### config.mk
export PLATFORM = sky130hd
export DESIGN_NAME = rwt_adc_if_regs_flat
export DESIGN_NICKNAME = d
export VERILOG_FILES = /design/src/rtl/rwt_adc_if_regs_if.sv /design/src/rtl/rwt_adc_if_regs.sv /design/src/flat_wrapper.sv
export SDC_FILE = /design/constraint.sdc
export NUM_CORES = 1
export LEC_CHECK = 0
export CAP_MARGIN = 30
export CELL_PAD_IN_SITES_DETAIL_PLACEMENT = 0
export CELL_PAD_IN_SITES_GLOBAL_PLACEMENT = 1
export CORE_MARGIN = 2
export CORE_UTILIZATION = 46
export DETAILED_ROUTE_END_ITERATION = 8
export PLACE_DENSITY_LB_ADDON = 0.25
export SLEW_MARGIN = 20
export SYNTH_ARGS = -nofsm -noshare
export SYNTH_HDL_FRONTEND = slang
export SYNTH_SLANG_ARGS = --single-unit
### constraint.sdc
create_clock -name up_clk -period 5.3 [get_ports up_clk]
set_input_delay 1.06 -clock up_clk [delete_from_list [all_inputs] [get_ports up_clk]]
set_output_delay 1.06 -clock up_clk [all_outputs]
set_load 0.05 [all_outputs]
### src/rtl/rwt_adc_if_regs_if.sv
// rtl/rwt_adc_if_regs_if.sv - register request/ack bus between host and rwt_adc_if_regs
interface rwt_adc_if_regs_if;
  logic        up_wreq;
  logic [8:0]  up_waddr;
  logic [31:0] up_wdata;
  logic        up_wack;
  logic        up_rreq;
  logic [8:0]  up_raddr;
  logic [31:0] up_rdata;
  logic        up_rack;

  modport master (
    output up_wreq, up_waddr, up_wdata, up_rreq, up_raddr,
    input  up_wack, up_rdata, up_rack
  );

  modport slave (
    input  up_wreq, up_waddr, up_wdata, up_rreq, up_raddr,
    output up_wack, up_rdata, up_rack
  );
endinterface

### src/rtl/rwt_adc_if_regs.sv
// rtl/rwt_adc_if_regs.sv - control/status register bank for the multi-channel ADC interface
module rwt_adc_if_regs #(
  parameter int          NUM_CHANNELS      = 4,
  parameter int          ESCAPE_WIDTH      = 64,
  parameter int          CNT_WIDTH         = 16,
  parameter logic [31:0] ESCAPE_RESET_WORD = 32'hAAAAAAAA
) (
  input  logic                    up_clk,
  input  logic                    up_rstn,
  rwt_adc_if_regs_if.slave        up_bus,
  input  logic [NUM_CHANNELS-1:0] ovf_pulse,
  output logic                    use_tags,
  output logic [NUM_CHANNELS-1:0] chan_mask,
  output logic [ESCAPE_WIDTH-1:0] tag_escape,
  output logic                    escape_update,
  output logic                    irq
);

  localparam int                    NW        = ESCAPE_WIDTH / 32;
  localparam logic [CNT_WIDTH-1:0]  CNT_MAX   = '1;
  localparam logic [ESCAPE_WIDTH-1:0] ESC_RESET = {NW{ESCAPE_RESET_WORD}};

  logic                                   wack_q, wack_d;
  logic                                   rack_q, rack_d;
  logic [31:0]                            rdata_q, rdata_d;
  logic                                   use_tags_q, use_tags_d;
  logic [NUM_CHANNELS-1:0]                chan_mask_q, chan_mask_d;
  logic [NUM_CHANNELS-1:0]                status_q, status_d;
  logic [NUM_CHANNELS-1:0]                irq_en_q, irq_en_d;
  logic [ESCAPE_WIDTH-1:0]                shadow_q, shadow_d;
  logic [ESCAPE_WIDTH-1:0]                tag_escape_q, tag_escape_d;
  logic                                   escape_update_q, escape_update_d;
  logic [NUM_CHANNELS-1:0][CNT_WIDTH-1:0] cnt_q, cnt_d;
  logic [NUM_CHANNELS-1:0]                status_clr;
  logic [31:0]                            rd_val;

  // Control, status, shadow/commit escape and handshake next-state decode
  always_comb begin
    wack_d          = up_bus.up_wreq;
    rack_d          = up_bus.up_rreq;
    use_tags_d      = use_tags_q;
    chan_mask_d     = chan_mask_q;
    irq_en_d        = irq_en_q;
    shadow_d        = shadow_q;
    tag_escape_d    = tag_escape_q;
    escape_update_d = 1'b0;
    status_clr      = '0;
    if (up_bus.up_wreq) begin
      if (up_bus.up_waddr == 9'h000) begin
        use_tags_d  = up_bus.up_wdata[0];
        chan_mask_d = up_bus.up_wdata[8 +: NUM_CHANNELS];
      end
      if (up_bus.up_waddr == 9'h001) status_clr = up_bus.up_wdata[NUM_CHANNELS-1:0];
      if (up_bus.up_waddr == 9'h002) irq_en_d = up_bus.up_wdata[NUM_CHANNELS-1:0];
      if (up_bus.up_waddr == 9'h003) begin
        tag_escape_d    = shadow_q;
        escape_update_d = 1'b1;
      end
      for (int k = 0; k < NW; k++) begin
        if (up_bus.up_waddr == 9'(8 + k)) shadow_d[ESCAPE_WIDTH-1-32*k -: 32] = up_bus.up_wdata;
      end
    end
    // A new overflow beats a same-cycle clear so no event is ever lost
    status_d = (status_q & ~status_clr) | ovf_pulse;
  end

  // Saturating per-channel overflow counters; a write clears, a coincident pulse counts as one
  always_comb begin
    cnt_d = cnt_q;
    for (int i = 0; i < NUM_CHANNELS; i++) begin
      if (up_bus.up_wreq && up_bus.up_waddr == 9'(32 + i)) begin
        cnt_d[i] = ovf_pulse[i] ? CNT_WIDTH'(1) : '0;
      end else if (ovf_pulse[i] && cnt_q[i] != CNT_MAX) begin
        cnt_d[i] = cnt_q[i] + CNT_WIDTH'(1);
      end
    end
  end

  // Read mux from current (pre-write) state; data is captured only on a read request
  always_comb begin
    rd_val = '0;
    if (up_bus.up_raddr == 9'h000) begin
      rd_val[0]                 = use_tags_q;
      rd_val[8 +: NUM_CHANNELS] = chan_mask_q;
    end
    if (up_bus.up_raddr == 9'h001) rd_val[NUM_CHANNELS-1:0] = status_q;
    if (up_bus.up_raddr == 9'h002) rd_val[NUM_CHANNELS-1:0] = irq_en_q;
    if (up_bus.up_raddr == 9'h004) rd_val = {8'(NUM_CHANNELS), 8'(NW), 16'h0002};
    for (int k = 0; k < NW; k++) begin
      if (up_bus.up_raddr == 9'(8 + k)) rd_val = shadow_q[ESCAPE_WIDTH-1-32*k -: 32];
    end
    for (int i = 0; i < NUM_CHANNELS; i++) begin
      if (up_bus.up_raddr == 9'(32 + i)) rd_val[CNT_WIDTH-1:0] = cnt_q[i];
    end
    rdata_d = up_bus.up_rreq ? rd_val : rdata_q;
  end

  // State registers; asynchronous reset drops pending acks and escape_update
  always_ff @(posedge up_clk or negedge up_rstn) begin
    if (!up_rstn) begin
      wack_q          <= 1'b0;
      rack_q          <= 1'b0;
      rdata_q         <= '0;
      use_tags_q      <= 1'b0;
      chan_mask_q     <= '1;
      status_q        <= '0;
      irq_en_q        <= '0;
      shadow_q        <= ESC_RESET;
      tag_escape_q    <= ESC_RESET;
      escape_update_q <= 1'b0;
      cnt_q           <= '0;
    end else begin
      wack_q          <= wack_d;
      rack_q          <= rack_d;
      rdata_q         <= rdata_d;
      use_tags_q      <= use_tags_d;
      chan_mask_q     <= chan_mask_d;
      status_q        <= status_d;
      irq_en_q        <= irq_en_d;
      shadow_q        <= shadow_d;
      tag_escape_q    <= tag_escape_d;
      escape_update_q <= escape_update_d;
      cnt_q           <= cnt_d;
    end
  end

  assign up_bus.up_wack  = wack_q;
  assign up_bus.up_rack  = rack_q;
  assign up_bus.up_rdata = rdata_q;
  assign use_tags        = use_tags_q;
  assign chan_mask       = chan_mask_q;
  assign tag_escape      = tag_escape_q;
  assign escape_update   = escape_update_q;
  assign irq             = |(status_q & irq_en_q);

endmodule
### src/flat_wrapper.sv
// flat-port wrapper written by rule: the top's interface ports become plain ports
module rwt_adc_if_regs_flat 
#(
  parameter int          NUM_CHANNELS      = 4,
  parameter int          ESCAPE_WIDTH      = 64,
  parameter int          CNT_WIDTH         = 16,
  parameter logic [31:0] ESCAPE_RESET_WORD = 32'hAAAAAAAA
)
  (up_clk, up_rstn, ovf_pulse, use_tags, chan_mask, tag_escape, escape_update, irq, up_bus_up_wreq, up_bus_up_waddr, up_bus_up_wdata, up_bus_up_rreq, up_bus_up_raddr, up_bus_up_wack, up_bus_up_rdata, up_bus_up_rack);
  rwt_adc_if_regs_if up_bus_i ();
  input  logic up_clk;
  input  logic up_rstn;
  input  logic [NUM_CHANNELS-1:0] ovf_pulse;
  output logic use_tags;
  output logic [NUM_CHANNELS-1:0] chan_mask;
  output logic [ESCAPE_WIDTH-1:0] tag_escape;
  output logic escape_update;
  output logic irq;
  input wire logic [$bits(up_bus_i.up_wreq)-1:0] up_bus_up_wreq;
  input wire logic [$bits(up_bus_i.up_waddr)-1:0] up_bus_up_waddr;
  input wire logic [$bits(up_bus_i.up_wdata)-1:0] up_bus_up_wdata;
  input wire logic [$bits(up_bus_i.up_rreq)-1:0] up_bus_up_rreq;
  input wire logic [$bits(up_bus_i.up_raddr)-1:0] up_bus_up_raddr;
  output wire logic [$bits(up_bus_i.up_wack)-1:0] up_bus_up_wack;
  output wire logic [$bits(up_bus_i.up_rdata)-1:0] up_bus_up_rdata;
  output wire logic [$bits(up_bus_i.up_rack)-1:0] up_bus_up_rack;
  assign up_bus_i.up_wreq = up_bus_up_wreq;
  assign up_bus_i.up_waddr = up_bus_up_waddr;
  assign up_bus_i.up_wdata = up_bus_up_wdata;
  assign up_bus_i.up_rreq = up_bus_up_rreq;
  assign up_bus_i.up_raddr = up_bus_up_raddr;
  assign up_bus_up_wack = up_bus_i.up_wack;
  assign up_bus_up_rdata = up_bus_i.up_rdata;
  assign up_bus_up_rack = up_bus_i.up_rack;
  rwt_adc_if_regs #(.NUM_CHANNELS(NUM_CHANNELS), .ESCAPE_WIDTH(ESCAPE_WIDTH), .CNT_WIDTH(CNT_WIDTH), .ESCAPE_RESET_WORD(ESCAPE_RESET_WORD)) u_core (.up_clk(up_clk), .up_rstn(up_rstn), .up_bus(up_bus_i), .ovf_pulse(ovf_pulse), .use_tags(use_tags), .chan_mask(chan_mask), .tag_escape(tag_escape), .escape_update(escape_update), .irq(irq));
endmodule
==> results of run 1 <==
==> synthesized netlist by cell type, drive strengths merged (2+ instances only) <==
cell type and count:
a21oi 47, xnor2 18, ha 4, and3 21
nor4 10, nand3b 5, nand2b 5, inv 16
or3 9, nand2 174, nand4 23, a221oi 3
and4 5, mux2i 8, dfstp 68, and2 2
nor4b 5, dfrtp 172, a31oi 8, a22oi 20
o22ai 13, nor3 26, o2111ai 2, a22o 2
xor2 20, a21o 5, buf 15, nor2 88
nand3 39, o211ai 9, nor3b 3, o221ai 6
o21ai 22, a222oi 2, a211oi 7, or4 3
mux2 118, nor2b 12, clkbuf 38
==> cell usage in the layout (no fill, tap or decap), types with 7 or more instances in the layout <==
cell type        count
nand2_1            174
dfrtp_1            172
clkdlybuf4s50_1    159
mux2_2             118
nor2_1              88
dfstp_2             68
nand3_1             38
a21oi_1             37
nor3_1              26
clkbuf_16           26
nand4_1             23
and3_1              21
o21ai_0             21
xor2_1              20
xnor2_1             18
inv_1               15
o22ai_1             13
nor2b_1             12
a22oi_1             10
a22oi_2             10
a21oi_2             10
buf_4               10
nor4_1               9
or3_1                9
o211ai_1             9
mux2i_1              8
a31oi_1              8
a211oi_1             7
==> where the power goes <==
group          leakage (nW)  internal [W]  switching [W]
registers              2.98       0.00196       0.000182
logic                  2.62      0.000210       0.000293
clock network         0.458       0.00118       0.000734
==> through the flow <==
stage                     power (W)  utilization  setup slack (ns)
after global placement      0.00267        0.544              1.55
after detailed placement    0.00268        0.544              1.49
after floorplan             0.00242            -              2.66
after global routing        0.00477        0.582              1.97
after CTS                   0.00461        0.582              2.04
final                       0.00456        0.582              2.12
==> logic make-up after synthesis <==
family	count (synthesis)
AO/OA/AOI/OAI	152
XOR/XNOR	38
adder cells (fa/ha/maj)	4
buffers and inverters	69
flip-flops	240
multiplexers	126
AND/OR/NAND/NOR	436
==> sequential cells by signal, indices dropped and copies added (netlist names) <==
| name | flops |
|---|---|
| u_core.irq_en_q | 4 |
| u_core.use_tags | 1 |
| u_core.cnt_q | 64 |
| u_core.status_q | 4 |
| u_core.up_bus.up_wack | 1 |
| u_core.up_bus.up_rack | 1 |
| u_core.up_bus.up_rdata | 32 |
| u_core.shadow_q | 64 |
| u_core.escape_update | 1 |
| u_core.chan_mask | 4 |
| u_core.tag_escape | 64 |
==> cell type report <==
class                   instances  area [um^2]  area share
diodes                          1         2.50    0.000177
well taps                     324          405      0.0287
clock buffers                  35          744      0.0528
flip-flops and latches        240         6090       0.432
repair buffers                172         1690       0.120
clock inverters                13          183      0.0129
multi-input cells             756         4930       0.350
inverters                      16         60.1     0.00426
==> final timing paths <==
| check | from | end | slack, ns | cells after the start |
|---|---|---|---|---|
| max | up_bus_up_raddr[8] | u_core.up_bus.up_rdata[24] | 2.12 | 7 |
| min | u_core.tag_escape[9] | u_core.tag_escape[9] | 0.46 | 2 |
| max reg2reg | u_core.cnt_q[0] | u_core.cnt_q[1] | 2.96 | 6 |
| min reg2reg | u_core.tag_escape[9] | u_core.tag_escape[9] | 0.46 | 2 |
| max in group asynchronous | up_rstn | u_core.cnt_q[13] | 3.54 | 2 |
| min in group asynchronous | up_rstn | u_core.tag_escape[12] | 0.60 | 1 |
==> worst reg2reg max path: stages, from the launching register on <==
cell and delay [ns]:
dfrtp_1 0.51, ha_1 0.28, nand4_1 0.12, nor4_2 0.71, nand2b_1 0.32, mux2i_1 0.21, nor2_1 0.05
==> per-layer routing <==
layer / track usage / vias up / wire length (um)
li1: - / 4070 / -
met1: 0.330 / 4236 / 13500
met2: 0.397 / 231 / 14500
met3: 0.0333 / 44 / 1480
met4: 0.0503 / 0 / 615
met5: 0 / - / 0
==> impl_metrics.json, run 1 <==
{
  "cts_tree": "yes",
  "worstPathBufferInverterCount": 2,
  "finalClockSkew_ns": 0.0123,
  "rows": 57,
  "first_global_vias": 8517,
  "grt_max_degree": 123,
  "synth_ff_type": "dfrtp_1",
  "chipWidth_um": 161,
  "insertion_delay_ns": 0.54,
  "setup_viol": 0,
  "wl_per_cell_um": 19.3,
  "crit_fanout": 10,
  "dieArea_um2": 25900,
  "drtIter0Drc": 680,
  "clk_path_buf_depth": 3,
  "max_freq_mhz": 314,
  "io_buffers": 162,
  "syn_area_um2": 11300,
  "path_clk_slew_ns": 0.06,
  "worstPathArrival_ns": 3.64,
  "finalHoldViolCount": 0,
  "final_cell_area_um2": 14100,
  "dp_cells": 1508,
  "grt_overflow": 0,
  "vdd_drop_max_v": 0.000294,
  "synth_top_family_by_area": "simple AND/OR/NAND/NOR gates",
  "muxShareOfSynthArea": 0.125,
  "area_growth_pct": 24.8,
  "synth_area_leaders": "dfrtp_1 (38%), dfstp_2 (16%), mux2_2 (12%)",
  "start_kind": "input port",
  "synth_xor_area_frac": 0.0294,
  "crit_chain": "clkdlybuf4s50_1 -> nor4_1 -> nand2b_1 -> nor2_1 -> buf_4 -> a22oi_2 -> a21oi_2",
  "worst-setup-path-type": "in2reg",
  "total_leakage_power_nw": 6.06,
  "layout-drive-gt1-share": 0.222,
  "synth.yosys.warnings": 0,
  "synthAdderAreaFrac": 0.00443,
  "routed_wirelength_um": 30100,
  "fill_cells": 2137,
  "first_pass_iters": 5,
  "grt_use_total": 0.236,
  "synth_cell_types": 63,
  "final.setup.tns_ns": 0,
  "synth_top_area_frac": 0.381,
  "cts_sinks": 240,
  "status": "completed",
  "nets": 1274,
  "required_ns": 5.76,
  "place_hpwl_um": 21000,
  "end_kind": "flip-flop",
  "syn_inst": 1065,
  "worst_hold_slack_ns": 0.456,
  "slew_violations": 0,
  "slew_headroom": 0.381,
  "drc": 0,
  "synthSimpleGateAreaFrac": 0.184,
  "critPathTopFamily": "simple AND/OR/NAND/NOR gates",
  "critPathSlowestCell": "nor4_1",
  "final_antenna_net_count": 0,
  "post_drt_via_cell_ratio": 5.51,
  "fp.dieH_um": 161,
  "root_buffer": "clkbuf_16",
  "worst_slew_pin_slew_ns": 0.929,
  "ys_ff_latch": 240,
  "async_reset_ff_frac": 1.00,
  "grt_setup_unrepaired": "no",
  "io-pin-count": 163,
  "placed_area_um2": 13200,
  "maxCapViolCount": 0,
  "ys_seq_area_frac": 0.539,
  "avgSynthCellArea_um2": 10.6,
  "yosysTopAreaCell": "dfrtp_1",
  "synth_compound_area_frac": 0.0937,
  "globalplace.congestion": 0.826,
  "period_needed_ns": 3.18,
  "cts_inserted_buffers": 26,
  "htreeDepth": 1,
  "synth_nets": 1127,
  "cts_resized": 0,
  "coreArea_um2": 24200,
  "hold_class": "reg2reg",
  "cts_setup_buffers": 0,
  "layout.cells.non_filler": 1557,
  "antenna_found_initial": 1,
  "hold_buffers": 0,
  "grt_pass1_wl_um": 48600,
  "vias": 8581,
  "start_util": 0.466,
  "synth_edf_count": 0,
  "power_density_nw_per_um2": 324,
  "max_stage_delay_ns": 0.70,
  "fin_crit_sh": 0.601
}
No activity file was read; power rests on OpenSTA's default activity.
==> run 2, diff against run 1 <==
--- a/config.mk
+++ b/config.mk
@@ -9,7 +9,7 @@
 export CELL_PAD_IN_SITES_DETAIL_PLACEMENT = 0
 export CELL_PAD_IN_SITES_GLOBAL_PLACEMENT = 1
 export CORE_MARGIN = 2
-export CORE_UTILIZATION = 46
+export CORE_UTILIZATION = 39
 export DETAILED_ROUTE_END_ITERATION = 8
 export PLACE_DENSITY_LB_ADDON = 0.25
 export SLEW_MARGIN = 20
==> constraint.sdc (replaced) <==
create_clock -name up_clk -period 2.6 [get_ports up_clk]
set_input_delay 0.52 -clock up_clk [delete_from_list [all_inputs] [get_ports up_clk]]
set_output_delay 0.52 -clock up_clk [all_outputs]
set_load 0.05 [all_outputs]
==> run 2 against run 1 <==
  * Register-to-register slack got worse by 2.4 ns
  * Cell count rose by 6.9%
  * Final area rose by 3.6%
  * Core utilization fell by 7.1 points
  * Sequential cell count did not move
  * Critical path depth fell by 4
  * Non-clock buffer count rose by 45
  * Combinational power rose by 110%
  * Worst setup slack got worse by 2.0 ns
  * Critical path type is now reg2out
  * Sequential share of layout area fell by 1.5 points
  * Routed wire length rose by 4.7%
  * Die area rose by 17%
==> impl_metrics.json, run 2 (synthesis gave the netlist of run 1 again) <==
{
  "status": "completed",
  "met2_length_um": 14900,
  "required_ns": 2.08,
  "slew_violations": 0,
  "htreeDepth": 1,
  "setup_viol": 0,
  "cts_tree": "yes",
  "ff2ff_path_depth": 6,
  "root_buffer": "clkbuf_16",
  "worst-setup-path-type": "reg2out",
  "rows": 62,
  "cts_inserted_buffers": 27,
  "io-pin-count": 163,
  "grt_pass1_wl_um": 50000,
  "area_growth_pct": 29.3,
  "grt_use_total": 0.207,
  "crit_chain": "a22oi_1 -> nand2_1 -> clkdlybuf4s50_1",
  "layout.cells.non_filler": 1664,
  "start_kind": "flip-flop",
  "slew_headroom": 0.593,
  "place_hpwl_um": 23000,
  "pwr-share-clk": 0.412,
  "seqPwrFrac": 0.473,
  "min_to": "u_core.up_bus.up_rack",
  "path_clk_slew_ns": 0.06,
  "worst_hold_slack_ns": 0.257,
  "dp_cells": 1612,
  "r2r_slack_ns": 0.52,
  "final_antenna_net_count": 0,
  "drtIter0Drc": 490,
  "insertion_delay_ns": 0.54,
  "top_layer": "met4",
  "multi_input_area_um2": 4930,
  "hold_buffers": 1,
  "power_density_nw_per_um2": 634,
  "maxCapViolCount": 0,
  "antenna_found_initial": 1,
  "register_area_um2": 6090,
  "reg2reg_to": "u_core.cnt_q[17]",
  "p_switching_w": 0.00253,
  "cts_setup_buffers": 0,
  "finalHoldViolCount": 0,
  "finalClockSkew_ns": 0.0101,
  "end_kind": "output pin",
  "wl_per_cell_um": 18.9,
  "final_cell_mix": "nand2_1 (174), dfrtp_1 (172), clkdlybuf4s50_1 (159)",
  "sw_frac_of_total": 0.273,
  "vias": 8748,
  "period_needed_ns": 2.49,
  "dieArea_um2": 30400,
  "hp-start": "up_bus_up_rreq",
  "hold_class": "in2reg",
  "crit_fanout": 3,
  "drc": 0,
  "first_pass_iters": 5,
  "start_util": 0.395,
  "hold_path_depth": 1,
  "utilization": 0.511,
  "critPathTopFamily": "buffers and inverters",
  "chipWidth_um": 174,
  "coreArea_um2": 28600,
  "globalplace.congestion": 0.883,
  "vdd_drop_max_v": 0.000706,
  "max_stage_delay_ns": 0.73,
  "internal_power_w": 0.00674,
  "nets": 1320,
  "grt_setup_unrepaired": "no",
  "critPathSlowestCell": "clkdlybuf4s50_1",
  "fin_crit_sh": 0.959,
  "total_leakage_power_nw": 6.31,
  "cts_resized": 0,
  "p_total_w": 0.00927,
  "routed_wirelength_um": 31500,
  "worstPathBufferInverterCount": 1,
  "worstPathArrival_ns": 1.97,
  "grt_overflow": 0,
  "max_freq_mhz": 401,
  "m1WireLength_um": 14600,
  "layout-drive-gt1-share": 0.249,
  "clk_path_buf_depth": 3,
  "fill_cells": 2570,
  "fp.dieH_um": 174,
  "grt_max_degree": 74,
  "final_common_cell": "nand2_1",
  "wl_met3_um": 1290,
  "io_buffers": 162,
  "p_comb_frac": 0.115,
  "post_drt_via_cell_ratio": 5.26,
  "first_global_vias": 8822,
  "worst_slew_pin_slew_ns": 0.610,
  "timing.rr.start": "u_core.cnt_q[16]",
  "cts_sinks": 240
}
-- run 2: power groups by stage --
| stage | combinational [W] | clock (W) | sequential [W] |
|---|---|---|---|
| CTS | 0.00108 | 0.00392 | 0.00438 |
| floorplan | 0.000528 | 0 | 0.00441 |
| detailed placement | 0.00107 | 0 | 0.00444 |
| global placement | 0.00105 | 0 | 0.00444 |
| global route | 0.00118 | 0.00405 | 0.00443 |
| finish | 0.00106 | 0.00382 | 0.00439 |
-- run 2: worst max-delay path by stage --
stage                             from                    endpoint  slack [ns]  depth (start not counted)
global route        u_core.irq_en_q[3]                         irq        0.01                          3
floorplan           up_bus_up_raddr[8]  u_core.up_bus.up_rdata[20]        0.50                          6
detailed placement  up_bus_up_raddr[8]   u_core.up_bus.up_rdata[1]       -0.07                          7
finish              u_core.irq_en_q[1]                         irq        0.11                          3
CTS                 u_core.irq_en_q[1]                         irq        0.07                          3
global placement    up_bus_up_raddr[8]   u_core.up_bus.up_rdata[1]       -0.12                          7
-- run 2: final cells by class --
type                            count  area share
Sequential cell                   240       0.416
Multi-Input combinational cell    756       0.337
Timing Repair Buffer              217       0.148
Clock buffer                       38      0.0531
Tap cell                          384      0.0329
Clock inverter                     12     0.00830
Inverter                           16     0.00411
Antenna cell                        1    0.000171
-- run 2: routing by layer --
layer,track usage,vias up
met1,0.291,4341
met4,0.0515,0
met3,0.0276,48
li1,-,4160
met2,0.339,199
met5,0,-
-- run 2: metrics by stage --
stage / TNS (ns) / cell area, um^2 / setup WS (ns)
after floorplan: 0 / 11300 / 0.497
after global placement: -0.307 / 13700 / -0.117
after detailed placement: -0.225 / 13700 / -0.0744
after CTS: 0 / 14600 / 0.0742
after global routing: 0 / 14600 / 0.0138
final: 0 / 14600 / 0.107
==> run 3, diff against run 2 <==
--- a/config.mk
+++ b/config.mk
@@ -12,6 +12,7 @@
 export CORE_UTILIZATION = 39
 export DETAILED_ROUTE_END_ITERATION = 8
 export PLACE_DENSITY_LB_ADDON = 0.25
+export SETUP_SLACK_MARGIN = 0.2
 export SLEW_MARGIN = 20
 export SYNTH_ARGS = -nofsm -noshare
 export SYNTH_HDL_FRONTEND = slang
==> run 3 against run 2 <==
  * Global-route usage about the same
  * Non-clock buffer count unchanged
  * Register-to-register slack about the same
  * Worst hold slack improved by 0.00080 ns
  * Largest cell class unchanged
  * Routed wire length about the same
  * Sequential share of layout area increased by 0.057 points
  * Fmax increased by 5.1%
  * Clock skew decreased by 0.0011 ns
  * Critical path depth decreased by 2
==> impl_metrics.json, run 3 (synthesis gave the netlist of run 1 again) <==
{
  "grt_use_total": 0.207,
  "dp_cells": 1612,
  "worst_hold_slack_ns": 0.258,
  "pwr-share-clk": 0.412,
  "fp.dieH_um": 174,
  "r2r_slack_ns": 0.51,
  "globalplace.congestion": 0.883,
  "cts_tree": "yes",
  "area_growth_pct": 29.1,
  "worst-setup-path-type": "reg2out",
  "clk_path_buf_depth": 3,
  "grt_max_degree": 74,
  "internal_power_w": 0.00674,
  "p_comb_frac": 0.115,
  "required_ns": 2.08,
  "worstPathBufferInverterCount": 1,
  "post_drt_via_cell_ratio": 5.24,
  "drtIter0Drc": 523,
  "final_antenna_net_count": 0,
  "vdd_drop_max_v": 0.000706,
  "cts_sinks": 240,
  "io_buffers": 162,
  "slew_headroom": 0.591,
  "rows": 62,
  "io-pin-count": 163,
  "final_cell_mix": "nand2_1 (174), dfrtp_1 (172), clkdlybuf4s50_1 (128)",
  "worstSetupStartpoint": "u_core.tag_escape[25]",
  "seqPwrFrac": 0.473,
  "period_needed_ns": 2.37,
  "grt_overflow": 0,
  "critPathSlowestCell": "clkdlybuf4s50_1",
  "fin_crit_sh": 0.913,
  "first_pass_iters": 5,
  "max_stage_delay_ns": 0.79,
  "utilization": 0.510,
  "power_density_nw_per_um2": 635,
  "hold_path_depth": 1,
  "p_switching_w": 0.00253,
  "maxCapViolCount": 0,
  "grt_pass1_wl_um": 50100,
  "coreArea_um2": 28600,
  "cts_inserted_buffers": 27,
  "total_leakage_power_nw": 6.53,
  "setup_viol": 0,
  "max_freq_mhz": 421,
  "hold_class": "in2reg",
  "nets": 1320,
  "final_common_cell": "nand2_1",
  "status": "completed",
  "hp-start": "up_bus_up_rreq",
  "dieArea_um2": 30400,
  "layout.cells.non_filler": 1664,
  "start_util": 0.395,
  "critPathTopFamily": "buffers and inverters",
  "timing.rr.start": "u_core.cnt_q[16]",
  "ff2ff_path_depth": 6,
  "crit_fanout": 2,
  "slew_violations": 0,
  "layout-drive-gt1-share": 0.249,
  "start_kind": "flip-flop",
  "htreeDepth": 1,
  "finalClockSkew_ns": 0.00902,
  "insertion_delay_ns": 0.54,
  "routed_wirelength_um": 31500,
  "antenna_found_initial": 1,
  "drc": 0,
  "first_global_vias": 8818,
  "finalHoldViolCount": 0,
  "path_clk_slew_ns": 0.06,
  "vias": 8722,
  "p_total_w": 0.00927,
  "placed_area_um2": 13700,
  "final_cell_area_um2": 14600,
  "cts_setup_buffers": 0,
  "sw_frac_of_total": 0.273,
  "crit_chain": "clkdlybuf4s50_1",
  "worstPathArrival_ns": 1.85,
  "place_hpwl_um": 23000,
  "end_kind": "output pin",
  "chipWidth_um": 174,
  "root_buffer": "clkbuf_16",
  "wl_per_cell_um": 18.9,
  "worst_slew_pin_slew_ns": 0.613,
  "path_depth": 1,
  "grt_setup_unrepaired": "no"
}
==> run 3: changes by cell type in the layout (fill, tap and decap cells not counted), sizes merged <==
| cell | before | now |
|---|---|---|
| clkdlybuf4s50 | 159 | 128 |
| dlygate4sd2 | 0 | 26 |
| dlymetal6s2s | 0 | 5 |
==> run 3: final timing paths <==
check | to
worst max-delay path | tag_escape[25]
worst min-delay path | u_core.up_bus.up_rack
worst max register to register | u_core.cnt_q[17]
worst min register to register | u_core.tag_escape[53]
max in group asynchronous | u_core.tag_escape[27]
min in group asynchronous | u_core.shadow_q[12]
==> run 3: routing by layer <==
| metal | vias up | global-route usage | part of all wire | wire [um] |
|---|---|---|---|---|
| met3 | 48 | 0.0278 | 0.042 | 1330 |
| met2 | 192 | 0.340 | 0.47 | 14900 |
| li1 | 4155 | - | - | - |
| met4 | 0 | 0.0515 | 0.022 | 680 |
| met5 | - | 0 | 0 | 0 |
| met1 | 4327 | 0.290 | 0.46 | 14600 |
==> run 3: timing repair <==
item | 4_1_cts | 5_1_grt
hold endpoints to repair | 36 | 0
setup endpoints to repair | 26 | 5
gates resized for setup | 26 | 5
hold buffers | 1 | 0
==> run 3: per-stage QoR <==
step | TNS (ns) | setup WS [ns]
2_1_floorplan | 0 | 0.497
6_report | 0 | 0.227
4_1_cts | 0 | 0.201
5_1_grt | 0 | 0.202
3_3_place_gp | -0.307 | -0.117
3_5_place_dp | -0.225 | -0.0744
==> run 3: cell type report <==
| class | instances | area [um^2] |
|---|---|---|
| Clock inverter | 12 | 121 |
| Tap cell | 384 | 480 |
| Timing Repair Buffer | 217 | 2140 |
| Clock buffer | 38 | 777 |
| Antenna cell | 1 | 2.50 |
| Multi-Input combinational cell | 756 | 4930 |
| Fill cell | 2588 | 14000 |
| Sequential cell | 240 | 6090 |
| Inverter | 16 | 60.1 |
==> run 3: power by group through the flow <==
stage               Clock [W]  Sequential, W  Combinational [W]
floorplan                   0        0.00441           0.000528
global placement            0        0.00444            0.00105
detailed placement          0        0.00444            0.00107
CTS                   0.00392        0.00438            0.00107
global route          0.00405        0.00443            0.00118
finish                0.00382        0.00439            0.00106
